<file path="config.mk">
export PLATFORM = sky130hd
export DESIGN_NAME = ikaopll_hostwriter
export DESIGN_NICKNAME = d
export VERILOG_FILES = /design/src/rtl/ikaopll_hostwriter.sv
export SDC_FILE = /design/constraint.sdc
export NUM_CORES = 1
export LEC_CHECK = 0
export BUFFER_PORTS_ARGS = -buffer_cell sky130_fd_sc_hd__clkbuf_2
export CORE_UTILIZATION = 30
export CTS_BUF_LIST = sky130_fd_sc_hd__clkbuf_8
export CTS_CLUSTER_DIAMETER = 150
export DETAILED_ROUTE_END_ITERATION = 7
export PLACE_DENSITY = 0.47
export SYNTH_ARGS = -nofsm -noshare
export SYNTH_HDL_FRONTEND = slang
export SYNTH_SLANG_ARGS = --single-unit
</file>
<file path="constraint.sdc">
create_clock -name i_EMUCLK -period 4 [get_ports i_EMUCLK]
set_input_delay 0.8 -clock i_EMUCLK [delete_from_list [all_inputs] [get_ports i_EMUCLK]]
set_output_delay 0.8 -clock i_EMUCLK [all_outputs]
set_load 0.005 [all_outputs]
</file>
<file path="src/rtl/ikaopll_hostwriter.sv">
// ----------------------------------------------------------------------------
// ikaopll_hostwriter
//
// Purpose:
//   Turns simple host register-write requests (address + data) into the
//   two-phase OPLL bus cycle: an address-port write (A0=0), a post-address
//   wait, a data-port write (A0=1), and a post-data wait. Each bus phase is
//   timed in phiM ticks, where a tick is a rising i_EMUCLK edge with
//   i_phiM_PCEN_n low. The last address that reached the chip is remembered.
//   A request to that same address skips the address phase and goes straight
//   to the data write.
//
// Handshake:
//   A request is taken on any i_EMUCLK edge where i_REQ_VALID and o_REQ_READY
//   are both high. o_REQ_READY is high only in IDLE. While the writer is busy,
//   i_REQ_VALID, i_REQ_ADDR and i_REQ_DATA are ignored. The host must hold a
//   request until it is taken. Every accepted request is performed exactly
//   once, or dropped by a reset.
//
// Ports:
//   i_EMUCLK       master clock; every flop is clocked on its rising edge
//   i_IC_n         synchronous active-low reset
//   i_phiM_PCEN_n  active-low phiM tick enable
//   i_REQ_VALID    host write request pending
//   i_REQ_ADDR     OPLL register address (8 bits)
//   i_REQ_DATA     OPLL register data (8 bits)
//   o_REQ_READY    writer is idle and can take a request (combinational)
//   o_CS_n         chip select to the OPLL, active low (registered)
//   o_WR_n         write strobe to the OPLL, active low (registered)
//   o_A0           0 = address port, 1 = data port (registered)
//   o_D            bus data (registered)
//   o_D_OE         bus output enable (registered)
//   o_BUSY         writer is not idle (combinational)
//   o_DBG_STATE    current FSM state encoding, for observation only
// ----------------------------------------------------------------------------
module ikaopll_hostwriter #(
    parameter int SETUP_TICKS     = 1,   // 1..7
    parameter int STROBE_TICKS    = 2,   // 1..7
    parameter int ADDR_WAIT_TICKS = 12,  // 1..127
    parameter int DATA_WAIT_TICKS = 84   // 1..127
) (
    input  logic       i_EMUCLK,
    input  logic       i_IC_n,
    input  logic       i_phiM_PCEN_n,
    input  logic       i_REQ_VALID,
    input  logic [7:0] i_REQ_ADDR,
    input  logic [7:0] i_REQ_DATA,
    output logic       o_REQ_READY,
    output logic       o_CS_n,
    output logic       o_WR_n,
    output logic       o_A0,
    output logic [7:0] o_D,
    output logic       o_D_OE,
    output logic       o_BUSY,
    output logic [2:0] o_DBG_STATE
);

    typedef enum logic [2:0] {
        IDLE     = 3'd0,
        A_SETUP  = 3'd1,
        A_STROBE = 3'd2,
        A_WAIT   = 3'd3,
        D_SETUP  = 3'd4,
        D_STROBE = 3'd5,
        D_WAIT   = 3'd6
    } state_t;

    // A state that lasts N ticks loads N-1 on entry. It leaves on the tick
    // that finds the counter at zero.
    localparam logic [6:0] SETUP_LD  = 7'(SETUP_TICKS - 1);
    localparam logic [6:0] STROBE_LD = 7'(STROBE_TICKS - 1);
    localparam logic [6:0] AWAIT_LD  = 7'(ADDR_WAIT_TICKS - 1);
    localparam logic [6:0] DWAIT_LD  = 7'(DATA_WAIT_TICKS - 1);

    state_t     state_q, state_d;
    logic [6:0] cnt_q, cnt_d;
    logic [7:0] addr_q, addr_d;
    logic [7:0] data_q, data_d;
    logic [7:0] cache_addr_q, cache_addr_d;
    logic       cache_valid_q, cache_valid_d;
    logic       cs_n_q, cs_n_d;
    logic       wr_n_q, wr_n_d;
    logic       a0_q, a0_d;
    logic [7:0] dbus_q, dbus_d;
    logic       d_oe_q, d_oe_d;

    logic tick;
    assign tick = ~i_phiM_PCEN_n;

    // ------------------------------------------------------------------
    // State register and all registered outputs
    // ------------------------------------------------------------------
    always_ff @(posedge i_EMUCLK) begin
        if (!i_IC_n) begin
            state_q       <= IDLE;
            cnt_q         <= 7'd0;
            addr_q        <= 8'h00;
            data_q        <= 8'h00;
            cache_addr_q  <= 8'h00;
            cache_valid_q <= 1'b0;
            cs_n_q        <= 1'b1;
            wr_n_q        <= 1'b1;
            a0_q          <= 1'b0;
            dbus_q        <= 8'h00;
            d_oe_q        <= 1'b0;
        end else begin
            state_q       <= state_d;
            cnt_q         <= cnt_d;
            addr_q        <= addr_d;
            data_q        <= data_d;
            cache_addr_q  <= cache_addr_d;
            cache_valid_q <= cache_valid_d;
            cs_n_q        <= cs_n_d;
            wr_n_q        <= wr_n_d;
            a0_q          <= a0_d;
            dbus_q        <= dbus_d;
            d_oe_q        <= d_oe_d;
        end
    end

    // ------------------------------------------------------------------
    // Next state, counter, request latch and address cache
    // ------------------------------------------------------------------
    always_comb begin
        state_d       = state_q;
        cnt_d         = cnt_q;
        addr_d        = addr_q;
        data_d        = data_q;
        cache_addr_d  = cache_addr_q;
        cache_valid_d = cache_valid_q;

        case (state_q)
            IDLE: begin
                // Requests are taken on any clock edge, not only on ticks.
                if (i_REQ_VALID) begin
                    addr_d = i_REQ_ADDR;
                    data_d = i_REQ_DATA;
                    cnt_d  = SETUP_LD;
                    if (cache_valid_q && (i_REQ_ADDR == cache_addr_q)) begin
                        state_d = D_SETUP;
                    end else begin
                        state_d = A_SETUP;
                    end
                end
            end
            default: begin
                // Timed states move only on ticks. Other edges leave the
                // counter and the state frozen.
                if (tick) begin
                    if (cnt_q != 7'd0) begin
                        cnt_d = cnt_q - 7'd1;
                    end else begin
                        case (state_q)
                            A_SETUP: begin
                                state_d = A_STROBE;
                                cnt_d   = STROBE_LD;
                            end
                            A_STROBE: begin
                                // The address has now been strobed into the
                                // chip, so it is the one to remember.
                                state_d       = A_WAIT;
                                cnt_d         = AWAIT_LD;
                                cache_addr_d  = addr_q;
                                cache_valid_d = 1'b1;
                            end
                            A_WAIT: begin
                                state_d = D_SETUP;
                                cnt_d   = SETUP_LD;
                            end
                            D_SETUP: begin
                                state_d = D_STROBE;
                                cnt_d   = STROBE_LD;
                            end
                            D_STROBE: begin
                                state_d = D_WAIT;
                                cnt_d   = DWAIT_LD;
                            end
                            default: begin
                                // D_WAIT, and any unused encoding, go back
                                // to IDLE.
                                state_d = IDLE;
                                cnt_d   = 7'd0;
                            end
                        endcase
                    end
                end
            end
        endcase
    end

    // ------------------------------------------------------------------
    // Bus output decode. It uses the state being entered, so the
    // registered pins change on the same edge as the state register.
    // ------------------------------------------------------------------
    always_comb begin
        cs_n_d = 1'b1;
        wr_n_d = 1'b1;
        d_oe_d = 1'b0;
        a0_d   = a0_q;
        dbus_d = dbus_q;

        case (state_d)
            A_SETUP, A_STROBE: begin
                cs_n_d = 1'b0;
                d_oe_d = 1'b1;
                a0_d   = 1'b0;
                dbus_d = addr_d;
                wr_n_d = (state_d != A_STROBE);
            end
            D_SETUP, D_STROBE: begin
                cs_n_d = 1'b0;
                d_oe_d = 1'b1;
                a0_d   = 1'b1;
                dbus_d = data_d;
                wr_n_d = (state_d != D_STROBE);
            end
            default: begin
                // In the idle and wait states the bus is released. A0 and D
                // keep their last values.
            end
        endcase
    end

    assign o_REQ_READY = (state_q == IDLE);
    assign o_BUSY      = (state_q != IDLE);
    assign o_DBG_STATE = state_q;
    assign o_CS_n      = cs_n_q;
    assign o_WR_n      = wr_n_q;
    assign o_A0        = a0_q;
    assign o_D         = dbus_q;
    assign o_D_OE      = d_oe_q;

endmodule

</file>
# Word-level counts from Yosys, hierarchy flattened
# Cells that the tools add are included.
# Widths: inputs -> output; s select.
[totals] reg_bits=47 latch_bits=0 ram_bits=0 mem_bits_ro=0 inputBits=20 memories=0
[classes] addsub=1 mul=0 n_div=0 n_lt_le_gt_ge=0 n_eq_ne=14 shift=0 n_mux=20 n_bitwise=3 reduce_logical=11
[ops] op="$mux 8" count=4
[ops] op="$mux 7" count=4
[ops] op="$pmux 7 s3" count=1
[ops] op="$pmux 8 s2" count=1
[ops] op="$mux 3" count=5
[ops] op="$pmux 3 s5" count=1
[ops] op="$eq 3x3->1 const B" count=4
[ops] op="$eq 3x2->1 const B" count=3
[ops] op="$eq 8x8->1" count=1
[ops] op="$reduce_bool 7->1" count=1
[ops] op="$sub 7x1->7 const B" count=1
[ops] op="$eq 3x1->1 const B" count=2
[ops] op="$reduce_or 2->1" count=3
[ops] op="$pmux 1 s2" count=2
[ops] op="$reduce_and 4->1" count=1
[ops] op="$reduce_or 4->1" count=1
[ops] op="$logic_not 3->1" count=1
[ops] op="$ne 3x2->1 const B" count=1
[ops] op="$ne 3x3->1 const B" count=1
[ops] op="$not 1->1" count=3
[ops] op="$reduce_bool 3->1" count=1
[ops] op="$mux 1" count=2
[ops] op="$ne 2x1->1 const B" count=1
[ops] op="$ne 2x2->1 const B" count=1
[ops] op="other kinds (3)" count=3

# Longest topological paths before layout
# Gate-level depths: netlist of the first run.
[depth] ltp_word=8 depth_mapped=9 ltp_nobuf=8

# Worst setup path before layout of the first run
# No wires, ideal clock.
[synth_timing] path_kind="input to register" from="input i_phiM_PCEN_n" to="register dbus_q[7] (netlist: o_D[7])" setup_time_ns=0.057 t_arrival_ns=2.359 required_ns=3.943 path_slack_ns=1.584 path_stages=7 n_path_buf=1 cell_sequence="or3_2 -> nor2_4 -> a31oi_1 -> a211o_1 -> buf_6 -> mux2_4 -> a2bb2o_4"
[synth_between] elab_chain_len=5 elab_cells_between_ends=10
[synth_lines] item="start: declaration" line_no="44" source="input logic i_phiM_PCEN_n,"
[synth_lines] item="$mux 3 *" line_no="149" source="if (tick) begin"
[synth_lines] item="$mux 3 *" line_no="132" source="case (state_q)"
[synth_lines] item="$eq 3x3->1 (tied with other cells)" line_no="202" source="case (state_d)"
[synth_lines] item="$reduce_or 2->1"
[synth_lines] item="$pmux 8 s2 / $reduce_bool 2->1 (equally long branches)"
[synth_lines] item="end signal: assignment" line_no="116" source="dbus_q <= dbus_d;"
[synth_lines] item="end: declaration" line_no="84" source="logic [7:0] dbus_q, dbus_d;"
# Mark *: on every way between the ends. The rest lies on a longest branch, timed or not.
# A chain may end at the register's enable or synchronous reset.

# Final worst setup path of the first run
[layout_timing] from="register cnt_q[0]" to="register dbus_q[7] (netlist: o_D[7])"
[layout_between] elab_chain_len=7 elab_cells_between_ends=12
[layout_lines] item="start: declaration" line_no="76" source="logic [6:0] cnt_q, cnt_d;"
[layout_lines] item="start signal: assignment" line_no="108" source="cnt_q <= cnt_d;"
[layout_lines] item="$reduce_bool 7->1 *" line_no="150" source="if (cnt_q != 7'd0) begin"
[layout_lines] item="$mux 3 *" line_no="150"
[layout_lines] item="$mux 3 *" line_no="149"
[layout_lines] item="$mux 3 *" line_no="132"
[layout_lines] item="$eq 3x3->1 (tied with other cells)" line_no="202"
[layout_lines] item="$reduce_or 2->1"
[layout_lines] item="$pmux 8 s2 / $reduce_bool 2->1 (equally long branches)"
# Marks and branches as above.

==> summary.txt, run 1 <==
Outcome
  – Status: completed

Yosys
  – Distinct cells, synth: 46
  – Post-synthesis adder-cell area fraction: 1.15%
  – Syn Area/Cell: 9.12 um2
  – Prevailing post-synth register cell: dfxtp_1
  – Post-Synth XOR/XNOR Area: 3.61%
  – Main combinational cell family by area after synthesis: simple AND/OR/NAND/NOR gates
  – Post-synthesis sequential area ratio: 43.1%
  – Compound-Gate Fraction of Synth Area: 16.8%
  – Synthesized instance count: 239
  – Async SR Flop Fraction: 0%
  – Yosys Warn Count: 0
  – Synth Net Count: 261
  – Simple-Gate Fraction of Synth Area: 18.7%
  – Synthesized area: 0.00218 mm2
  – Mux cell area share after synthesis: 12.9%
  – Yosys reg bits: 47
  – Number of synthesized flops with an enable pin: 0

Place
  – Post-DP Area: 0.00244 mm2
  – Post-DP HPWL: 3.34 mm
  – GP Congestion: 0.767
  – IO Port Bufs: 36

Power
  – Sw frac: 40.7%
  – Pleak: 1.07 nW
  – Max rail drop VDD: 231 uV
  – Total power: 2.07 mW
  – Clk pwr share: 14.6%
  – P_int: 1.23 mW
  – Sw power: 843 uW
  – Comb pwr share: 51.0%
  – PwrDens: 820 mW/mm2
  – Reg power frac: 34.4%

Cells and area
  – Register area: 941 um2
  – N_diodes: 0
  – Multi-input logic area: 0.00116 mm2
  – Final net count: 296
  – Commonest non-fill, non-tap cell in the layout: dfxtp_1
  – Share of layout cells above drive strength 1: 22.6%
  – Fill cell count: 738
  – Area grow syn2layout: 15.9%
  – Commonest cells after routing, fill and taps aside: 47 x dfxtp_1, 36 x clkbuf_2, 32 x nor2_1
  – Design Area, Final: 0.00253 mm2

CTS
  – TritonCTS buffer count: 5
  – TritonCTS clock tree: built
  – H-tree depth: 2
  – Worst-Skew Late Latency: 300 ps
  – Sink Count: 47
  – Postcts setup bufs: 0
  – Post-CTS Hold Fix Bufs: 0
  – CTS resizes: 0
  – Root Buffer Master: clkbuf_8
  – CTS clk-pin slew, worst paths: 90 ps
  – Clk buf depth: 2

Detailed routing
  – Post-route ant nets: 0
  – Metal2 WL: 2.06 mm
  – Vias per inst: 4.70
  – Met3 wire length: 157 um
  – Drt first pass iters: 4
  – Drt drc: 0
  – DRT met1 WL: 2.60 mm
  – Via Count: 1740
  – Routed wire length per instance: 13.2 um
  – Post-Route WL: 4.89 mm
  – Highest Signal Layer: met4
  – Iteration-0 DRC Markers: 74

GRT
  – Largest net degree at the start of global routing: 37
  – GRT Overall Usage: 13.6%
  – Gr ovfl total: 0
  – Initial antenna violation count: 0
  – Vias in the first global route: 1691
  – First-pass GRT wire length: 7.99 mm

Setup path
  – Cell depth of the worst flop-to-flop path: 8
  – CP max stage delay: 480 ps
  – Crit path kind: reg2reg
  – Buf/Inv on CP: 1
  – CP endpoint kind: flip-flop
  – Crit-path cells: inv_1, ha_1, nor4b_2, nand2_1, o21ba_1, a211o_1, mux2_4, a2bb2o_4
  – Cell family with most CP delay: compound AO/OA/AOI/OAI gates
  – CP Max Fanout: 10
  – Crit path DAT: 2800 ps
  – Slowest-stage cell, CP: a211o_1
  – CP Depth: 8
  – CP required: 4250 ps
  – CP Launch Type: flip-flop

STA
  – Tcrit/Tclk final: 63.8%
  – Setup violators final: 0
  – Max Clk Rate: 0.392 GHz
  – Final Hold Vio Count: 0
  – Relative slew slack: 53.2%
  – Tmin final: 2550 ps
  – Worst-margin pin slew: 700 ps
  – Fin Setup TNS: 0 ps
  – Fin. max-slew vios: 0
  – Setup repair after global routing missed its margin: false
  – Fin Clk Skew: 2.18 ps

Run
  – Total of max-cap violations: 0

Min path
  – Min-Delay Path Depth: 2
  – Hold Path Class: reg2reg

Floorplanning
  – I/O pins: 37
  – Std-Cell Rows: 30
  – Floorplan Core Area: 0.00691 mm2
  – Die width: 87.3 um
  – Die height: 87.3 um
  – Initial Utilization: 31.6%
  – Die area: 0.00761 mm2
path summary, 6_finish.rpt:
| kind | startpoint | to | slack (ps) |
|---|---|---|---|
| hold reg to reg | addr_q[4] | cache_addr_q[4] | 460 |
| setup reg to reg | cnt_q[0] | o_D[7] | 1450 |
| setup / recovery | cnt_q[0] | o_D[7] | 1450 |
| hold / removal | addr_q[4] | cache_addr_q[4] | 460 |
cells in the mapped netlist, drive strengths merged, types with 2 or more instances:
cell type  count  area share, %
dfxtp         47             43
nor2          33            6.0
nand2         27            4.6
a21oi         23            5.3
mux2i         16            7.3
o21ai          9            2.1
mux2           8            5.5
o2bb2ai        7            2.8
xor2           7            2.8
clkbuf         6            1.0
inv            5           0.86
a21o           4            1.4
and3           4            1.2
buf            4            1.7
nor3           4           0.92
a31oi          3           0.86
or3            3           0.92
a21boi         2           0.69
and2           2           0.57
ha             2            1.1
nand3          2           0.46
nor4           2           0.57
nor4b          2            1.1
o21ba          2           0.92
xnor2          2           0.80
worst reg2reg max path: stages (launching register included):
cell	delay (ps)
dfxtp_1	350
inv_1	90
ha_1	160
nor4b_2	440
nand2_1	180
o21ba_1	250
a211o_1	480
mux2_4	390
a2bb2o_4	180
cells by family after synthesis:
| group | count (synthesis) |
|---|---|
| adders and majority gates | 2 |
| and+or+nand+nor | 85 |
| buffers and inverters | 16 |
| DFF | 47 |
| xor gates and xnor gates | 9 |
| muxes | 24 |
| AOI/OAI and AO/OA | 56 |
power by group through the flow:
stage / clock, mW / combinational [mW] / sequential, mW
finish: 0.303 / 1.06 / 0.712
global route: 0.333 / 1.18 / 0.734
CTS: 0.317 / 1.07 / 0.712
detailed placement: 0 / 1.06 / 0.721
global placement: 0 / 1.06 / 0.724
floorplan: 0 / 0.858 / 0.685
final cells by class:
| cell class | count | share of cell area [%] |
|---|---|---|
| multi-input combinational | 176 | 45.8 |
| clock inverter | 1 | 0.347 |
| clock buffer | 6 | 3.27 |
| tap | 96 | 4.75 |
| sequential | 47 | 37.2 |
| inverter | 6 | 0.891 |
| timing repair buffer | 38 | 7.72 |
registers in the layout, indices dropped and copies added, names as in the netlist:
name / cells
o_CS_n: 1
cache_addr_q: 8
o_D_OE: 1
o_A0: 1
cnt_q: 7
o_WR_n: 1
data_q: 8
o_DBG_STATE: 3
o_D: 8
cache_valid_q: 1
addr_q: 8
routing by layer:
metal  global-route usage (%)  vias up
met1                     18.8      795
met2                     20.9       33
li1                         -      905
met4                     5.07        0
met3                     2.84        7
met5                        0        -
stage by stage:
stage               setup WS (ps)  hold slack (ps)  instances  util, %
finish                       1450              460        370     36.6
global route                 1200              490        370     36.6
CTS                          1470              463        370     36.6
detailed placement           1200              445        363     35.3
global placement             1220              444        363     35.3
floorplan                    1580              432        239        -
No activity file was read; power rests on OpenSTA's default activity.
==> run 2, diff against run 1 <==
--- a/config.mk
+++ b/config.mk
@@ -5,6 +5,7 @@
 export SDC_FILE = /design/constraint.sdc
 export NUM_CORES = 1
 export LEC_CHECK = 0
+export ABC_AREA = 1
 export BUFFER_PORTS_ARGS = -buffer_cell sky130_fd_sc_hd__clkbuf_2
 export CORE_UTILIZATION = 30
 export CTS_BUF_LIST = sky130_fd_sc_hd__clkbuf_8
==> constraint.sdc (replaced) <==
create_clock -name i_EMUCLK -period 2.51 [get_ports i_EMUCLK]
set_input_delay 0.502 -clock i_EMUCLK [delete_from_list [all_inputs] [get_ports i_EMUCLK]]
set_output_delay 0.502 -clock i_EMUCLK [all_outputs]
set_load 0.005 [all_outputs]
==> run 2 against run 1 <==
  * Sequential share of layout area decreased by 3.5 points
  * Clock skew rose by 4.6 ps
  * Synthesized cell count is 39% higher
  * Via count increased by 17%
  * Die area is 10% higher
  * Hold slack got worse by 5.5 ps
  * Combinational power is 140% higher
  * Largest cell class unchanged
==> summary.txt, run 2 <==
Setup path
  – Crit path kind: reg2reg (unchanged)
  – CP Launch Type: flip-flop (unchanged)
  – Buf/Inv on CP: 2 (was 1)
  – CP max stage delay: 330 ps (was 480 ps)
  – Cell family with most CP delay: simple AND/OR/NAND/NOR gates (was compound AO/OA/AOI/OAI gates)
  – CP required: 2720 ps (was 4250 ps)
  – Crit path DAT: 2140 ps (was 2800 ps)
  – CP endpoint kind: flip-flop (unchanged)
  – CP Max Fanout: 17 (was 10)
  – Slowest-stage cell, CP: dfxtp_1 (was a211o_1)
  – Crit-path cells: inv_1, ha_1, inv_1, nor2_4, nand3b_4, o211ai_4, nand3_4, nand2_1, o21ai_2, nor2_1, nor2_1 (was inv_1, ha_1, nor4b_2, nand2_1, o21ba_1, a211o_1, mux2_4, a2bb2o_4)

STA
  – Final Hold Vio Count: 0 (unchanged)
  – Setup violators final: 0 (unchanged)
  – Relative slew slack: 76.4% (was 53.2%)
  – Setup repair after global routing missed its margin: false (unchanged)
  – Worst-margin pin slew: 352 ps (was 700 ps)
  – Fin Setup TNS: 0 ps (unchanged)
  – Fin. max-slew vios: 0 (unchanged)
  – Tcrit/Tclk final: 77.1% (was 63.8%)
  – Fin Clk Skew: 6.81 ps (was 2.18 ps)
  – Max Clk Rate: 0.517 GHz (was 0.392 GHz)
  – Tmin final: 1940 ps (was 2550 ps)

Yosys
  – Yosys Warn Count: 0 (unchanged)
  – Yosys reg bits: 47 (unchanged)
  – Distinct cells, synth: 31 (was 46)
  – Prevailing post-synth register cell: dfxtp_1 (unchanged)
  – Area contributors post-synth: dfxtp_1 39%, nand2_1 10%, nor2_1 8.4% (was dfxtp_1 43%, mux2i_1 7.3%, mux2_4 5.5%)
  – Async SR Flop Fraction: 0% (unchanged)
  – Syn Area/Cell: 7.23 um2 (was 9.12 um2)
  – Post-synthesis sequential area ratio: 39.1% (was 43.1%)
  – Number of synthesized flops with an enable pin: 0 (unchanged)
  – Post-synth top area share: 39.1% (was 43.1%)
  – Synth Net Count: 355 (was 261)
  – Top cells by count, synth: 66 x nand2_1, 54 x nor2_1, 49 x inv_1 (was 47 x dfxtp_1, 32 x nor2_1, 27 x nand2_1)
  – Synthesized area: 0.00241 mm2 (was 0.00218 mm2)
  – Synthesized instance count: 333 (was 239)
  – Largest area contributor in the netlist: dfxtp_1 (unchanged)
  – Most frequent cell after synthesis: nand2_1 (was dfxtp_1)

GRT
  – First-pass GRT wire length: 9.19 mm (was 7.99 mm)
  – Vias in the first global route: 1982 (was 1691)
  – Gr ovfl total: 0 (unchanged)
  – Initial antenna violation count: 0 (unchanged)
  – Largest net degree at the start of global routing: 21 (was 37)
  – GRT Overall Usage: 13.9% (was 13.6%)

CTS
  – Sink Count: 47 (unchanged)
  – CTS resizes: 0 (unchanged)
  – Post-CTS Hold Fix Bufs: 0 (unchanged)
  – Postcts setup bufs: 0 (unchanged)
  – H-tree depth: 2 (unchanged)
  – TritonCTS buffer count: 5 (unchanged)
  – Root Buffer Master: clkbuf_8 (unchanged)
  – Clk buf depth: 2 (unchanged)
  – CTS clk-pin slew, worst paths: 90 ps (about the same)
  – Worst-Skew Late Latency: 300 ps (about the same)
  – TritonCTS clock tree: built (unchanged)

Floorplanning
  – Std-Cell Rows: 32 (was 30)
  – Die width: 91.6 um (was 87.3 um)
  – Die height: 91.6 um (was 87.3 um)
  – I/O pins: 37 (unchanged)
  – Initial Utilization: 31.1% (was 31.6%)
  – Die area: 0.00838 mm2 (was 0.00761 mm2)
  – Floorplan Core Area: 0.00773 mm2 (was 0.00691 mm2)

Place
  – IO Port Bufs: 36 (unchanged)
  – GP Congestion: 0.731 (was 0.767)
  – Inst Count DP: 468 (was 363)
  – Post-DP HPWL: 3.92 mm (was 3.34 mm)

Power
  – Comb pwr share: 61.5% (was 51.0%)
  – Sw frac: 49.3% (was 40.7%)
  – Sw power: 2.03 mW (was 843 uW)
  – Max rail drop VDD: 397 uV (was 231 uV)
  – Reg power frac: 27.5% (was 34.4%)
  – Clk pwr share: 11.0% (was 14.6%)
  – PwrDens: 1480 mW/mm2 (was 820 mW/mm2)
  – P_int: 2.09 mW (was 1.23 mW)
  – Pleak: 1.37 nW (was 1.07 nW)

Outcome
  – Status: completed (unchanged)

Detailed routing
  – Post-route ant nets: 0 (unchanged)
  – Routed wire length per instance: 11.1 um (was 13.2 um)
  – Vias per inst: 4.29 (was 4.70)
  – Drt first pass iters: 4 (unchanged)
  – Via Count: 2044 (was 1740)
  – Drt drc: 0 (unchanged)
  – Post-Route WL: 5.28 mm (was 4.89 mm)
  – Iteration-0 DRC Markers: 65 (was 74)

Cells and area
  – Commonest non-fill, non-tap cell in the layout: nand2_1 (was dfxtp_1)
  – Commonest cells after routing, fill and taps aside: 66 x nand2_1, 54 x nor2_1, 50 x inv_1 (was 47 x dfxtp_1, 36 x clkbuf_2, 32 x nor2_1)
  – N_diodes: 0 (unchanged)
  – Fill cell count: 847 (was 738)
  – Layout Cells excl Fill: 476 (was 370)
  – Area grow syn2layout: 15.8% (was 15.9%)
  – Final net count: 395 (was 296)
  – Share of layout cells above drive strength 1: 22.7% (was 22.6%)

Run
  – Total of max-cap violations: 0 (unchanged)

Min path
  – Hold Path Class: reg2reg (unchanged)
-- run 2: changes by cell type after synthesis, moves of 13 or more --
cell     delta
nand3_1    +13
nand2_1    +39
nor2_1     +22
inv_1      +45
-- run 2: power by group through the flow --
| stage | Combinational [mW] | Clock [mW] | Sequential [mW] |
|---|---|---|---|
| 2_1_floorplan | 2.06 | 0 | 1.14 |
| 4_1_cts | 2.58 | 0.474 | 1.13 |
| 6_report | 2.53 | 0.454 | 1.13 |
| 3_3_place_gp | 2.55 | 0 | 1.15 |
| 3_5_place_dp | 2.56 | 0 | 1.15 |
| 5_1_grt | 2.93 | 0.511 | 1.16 |
-- run 2: per-stage QoR --
step	hold WS (ps)	power, mW	instance area [um2]	setup slack [ps]	util, %
2_1_floorplan	429	3.20	2410	788	-
3_3_place_gp	439	3.70	2700	456	35.0
3_5_place_dp	448	3.71	2700	426	35.0
4_1_cts	458	4.19	2790	558	36.1
5_1_grt	475	4.60	2790	298	36.1
6_report	454	4.11	2790	574	36.1
-- run 2: final timing paths --
path / startpoint / end / slack (ps) / depth (start not counted)
worst max-delay path: cnt_q[0] / o_D[3] / 570 / 11
worst min-delay path: addr_q[4] / cache_addr_q[4] / 450 / 2
worst max register to register: cnt_q[0] / o_D[3] / 570 / 11
worst min register to register: addr_q[4] / cache_addr_q[4] / 450 / 2
-- run 2: final cells by class --
| class | instances | area, um2 | share of cell area [%] |
|---|---|---|---|
| Multi-Input combinational cell | 222 | 1210 | 43.3 |
| Sequential cell | 47 | 941 | 33.8 |
| Inverter | 57 | 216 | 7.77 |
| Timing Repair Buffer | 40 | 210 | 7.54 |
| Tap cell | 102 | 128 | 4.58 |
| Clock buffer | 5 | 68.8 | 2.47 |
| Clock inverter | 3 | 16.3 | 0.584 |
-- run 2: cells by family (layout without fill, tap and decap cells) --
group,after synthesis,after routing,synth area share [%]
flip-flops,47,47,39.1
adder cells (fa/ha/maj),2,2,1.04
XOR/XNOR,5,5,1.82
AO/OA/AOI/OAI,51,51,13.1
multiplexers,8,8,3.33
buffers and inverters,64,105,10.8
AND/OR/NAND/NOR,156,156,30.9
-- run 2: worst reg2reg max path: cells and delay by family, from the launching register on --
kind / cells / cell delay (ps)
fa+ha+maj: 1 / 150
simple gates: 6 / 850
compound gates: 2 / 370
flops: 1 / 330
buf+inv: 2 / 160
-- run 2: layer usage --
| metal | part of all wire (%) | global-route usage, % | up-vias |
|---|---|---|---|
| met2 | 47 | 23.7 | 31 |
| met1 | 48 | 17.7 | 900 |
| met5 | 0 | 0 | - |
| met3 | 4.4 | 3.02 | 5 |
| met4 | 1.1 | 3.57 | 0 |
| li1 | - | - | 1108 |
==> run 3, diff against run 2 <==
--- a/config.mk
+++ b/config.mk
@@ -11,7 +11,7 @@
 export CTS_BUF_LIST = sky130_fd_sc_hd__clkbuf_8
 export CTS_CLUSTER_DIAMETER = 150
 export DETAILED_ROUTE_END_ITERATION = 7
-export PLACE_DENSITY = 0.47
+export PLACE_DENSITY = 0.48
 export SYNTH_ARGS = -nofsm -noshare
 export SYNTH_HDL_FRONTEND = slang
 export SYNTH_SLANG_ARGS = --single-unit
==> constraint.sdc (replaced) <==
create_clock -name i_EMUCLK -period 1.7 [get_ports i_EMUCLK]
set_input_delay 0.34 -clock i_EMUCLK [delete_from_list [all_inputs] [get_ports i_EMUCLK]]
set_output_delay 0.34 -clock i_EMUCLK [all_outputs]
set_load 0.005 [all_outputs]
==> run 3 against run 2 <==
  * The flow now finishes with violations (negative setup slack)
  * Fmax grew 10%
  * Via count grew 10%
  * Total power grew 79%
  * Sequential power grew 48%
  * Combinational power grew 99%
  * Sequential share of layout area shrank 4.2 points
  * Hold slack lost 130 ps
  * Cell count grew 7.4%
  * Largest cell class unchanged
==> summary.txt, run 3 (synthesis results as in run 2) <==
Place
  – Post-DP HPWL: 4.08 mm (was 3.92 mm)
  – IO Port Bufs: 36 (unchanged)
  – GP Congestion: 0.764 (was 0.731)
  – Inst Count DP: 490 (was 468)

Cells and area
  – Layout Cells excl Fill: 511 (was 476)
  – Commonest cells after routing, fill and taps aside: 60 x nand2_1, 47 x inv_1, 46 x nor2_1 (was 66 x nand2_1, 54 x nor2_1, 50 x inv_1)
  – Share of layout cells above drive strength 1: 35.0% (was 22.7%)
  – Multi-input logic area: 0.00134 mm2 (was 0.00121 mm2)
  – Register area: 945 um2 (was 941 um2)
  – Final net count: 430 (was 395)
  – Area grow syn2layout: 32.7% (was 15.8%)
  – Commonest non-fill, non-tap cell in the layout: nand2_1 (unchanged)
  – Fill cell count: 813 (was 847)
  – N_diodes: 0 (unchanged)

STA
  – Worst-margin pin slew: 364 ps (was 352 ps)
  – Tmin final: 1760 ps (was 1940 ps)
  – Setup repair after global routing missed its margin: true (was false)
  – Setup violators final: 14 (was 0)
  – Fin Clk Skew: 5.51 ps (was 6.81 ps)
  – Max Clk Rate: 0.570 GHz (was 0.517 GHz)
  – Hold_ws: 321 ps (was 454 ps)
  – Fin. max-slew vios: 0 (unchanged)
  – Tcrit/Tclk final: 103% (was 77.1%)
  – Final Hold Vio Count: 0 (unchanged)
  – Relative slew slack: 75.7% (was 76.4%)
  – Final WS setup: -55.5 ps (was 574 ps)

Detailed routing
  – Post-Route WL: 6.21 mm (was 5.28 mm)
  – Post-route ant nets: 0 (unchanged)
  – Vias per inst: 4.42 (was 4.29)
  – Drt first pass iters: 4 (unchanged)
  – Drt drc: 0 (unchanged)
  – Routed wire length per instance: 12.1 um (was 11.1 um)
  – Iteration-0 DRC Markers: 70 (was 65)
  – Via Count: 2257 (was 2044)

CTS
  – Worst-Skew Late Latency: 300 ps (about the same)
  – TritonCTS buffer count: 5 (unchanged)
  – TritonCTS clock tree: built (unchanged)
  – CTS clk-pin slew, worst paths: 90 ps (about the same)
  – Clk buf depth: 2 (unchanged)
  – Root Buffer Master: clkbuf_8 (unchanged)
  – Post-CTS Hold Fix Bufs: 0 (unchanged)
  – H-tree depth: 2 (unchanged)
  – Sink Count: 47 (unchanged)

Setup path
  – Crit path kind: reg2reg (unchanged)
  – Crit-path cells: inv_2, ha_4, inv_2, nor2_4, nand3b_4, nand2_2, nand2_2, nor2_4, nand2_4, nand2_4, nand2_4, nor2_2, nor2_1 (was inv_1, ha_1, inv_1, nor2_4, nand3b_4, o211ai_4, nand3_4, nand2_1, o21ai_2, nor2_1, nor2_1)
  – Crit path DAT: 1960 ps (was 2140 ps)
  – CP max stage delay: 340 ps (was 330 ps)
  – CP Launch Type: flip-flop (unchanged)
  – CP endpoint kind: flip-flop (unchanged)
  – CP Max Fanout: 6 (was 17)
  – CP required: 1900 ps (was 2720 ps)
  – Most frequent CP cell: nand2_4
  – Buf/Inv on CP: 2 (unchanged)
  – Cell family with most CP delay: simple AND/OR/NAND/NOR gates (unchanged)
  – Slowest-stage cell, CP: dfxtp_2 (was dfxtp_1)

Power
  – Comb pwr share: 68.3% (was 61.5%)
  – PwrDens: 2310 mW/mm2 (was 1480 mW/mm2)
  – Pleak: 1.57 nW (was 1.37 nW)
  – Sw frac: 48.4% (was 49.3%)
  – Reg power frac: 22.7% (was 27.5%)
  – P_int: 3.81 mW (was 2.09 mW)
  – Clk pwr share: 9.0% (was 11.0%)
  – Max rail drop VDD: 717 uV (was 397 uV)
  – Sw power: 3.57 mW (was 2.03 mW)

Run
  – Total of max-cap violations: 0 (unchanged)

GRT
  – Initial antenna violation count: 0 (unchanged)
  – First-pass GRT wire length: 9.99 mm (was 9.19 mm)
  – Largest net degree at the start of global routing: 19 (was 21)
  – Gr ovfl total: 0 (unchanged)
  – Vias in the first global route: 2139 (was 1982)
  – GRT Overall Usage: 15.1% (was 13.9%)

Outcome
  – Failing checks: negative setup slack
  – Status: complete, but fails checks (was completed)

Floorplanning
  – Initial Utilization: 31.1% (unchanged)
  – Floorplan Core Area: 0.00773 mm2 (unchanged)
  – Die width: 91.6 um (unchanged)
  – Die height: 91.6 um (unchanged)
  – Die area: 0.00838 mm2 (unchanged)
  – Std-Cell Rows: 32 (unchanged)
  – I/O pins: 37 (unchanged)

Min path
  – Hold Path Class: in2reg (was reg2reg)
==> run 3: path summary, 6_finish.rpt <==
kind,from,to,slack [ps],depth (start not counted)
hold reg to reg,addr_q[6],cache_addr_q[6],460,2
setup reg to reg,cnt_q[0],o_D[2],-60,13
hold / removal,i_REQ_DATA[1],data_q[1],320,3
setup / recovery,cnt_q[0],o_D[2],-60,13
==> run 3: tightest hold or removal path: stages <==
cell	delay [ps]
clkbuf_2	70
mux2i_1	80
nor2_1	90
==> run 3: stage by stage <==
step           total power, mW  area (um2)  utilization [%]  TNS [ps]  worst slack (ps)
2_1_floorplan             4.73        2410                -     -13.5             -13.5
3_3_place_gp              5.77        2870             37.1      -901             -96.7
3_5_place_dp              5.82        2870             37.1     -1240              -128
4_1_cts                   7.27        3120             40.4      -189             -30.0
5_1_grt                   8.01        3190             41.3     -2550              -172
6_report                  7.38        3190             41.3      -381             -55.5
==> run 3: final cells by class <==
cell class	count	area share, %
multi-input cells	225	41.9
clock buffers	5	2.16
inverters	57	6.78
clock inverters	3	0.392
repair buffers	72	15.2
well taps	102	4.00
flip-flops and latches	47	29.6
==> run 3: what timing repair did <==
| action | in CTS | in global routing |
|---|---|---|
| resized for setup | 23 | 15 |
| cloned | 3 | 3 |
| endpoints found under the setup margin | 12 | 22 |
| setup buffers | 5 | 2 |
| pin swaps | 13 | 3 |
==> run 3: power by group through the flow <==
| stage | combinational [mW] | sequential, mW | clock, mW |
|---|---|---|---|
| finish | 5.04 | 1.67 | 0.668 |
| detailed placement | 4.12 | 1.69 | 0 |
| global placement | 4.08 | 1.69 | 0 |
| CTS | 4.91 | 1.68 | 0.693 |
| floorplan | 3.05 | 1.68 | 0 |
| global route | 5.57 | 1.72 | 0.717 |
==> run 3: per-layer routing <==
metal	global-route usage (%)	vias up	share of wire [%]
met4	4.50	0	1.0
met2	25.2	31	47
met1	19.7	1036	49
li1	-	1185	-
met5	0	-	0
met3	2.93	5	3.0
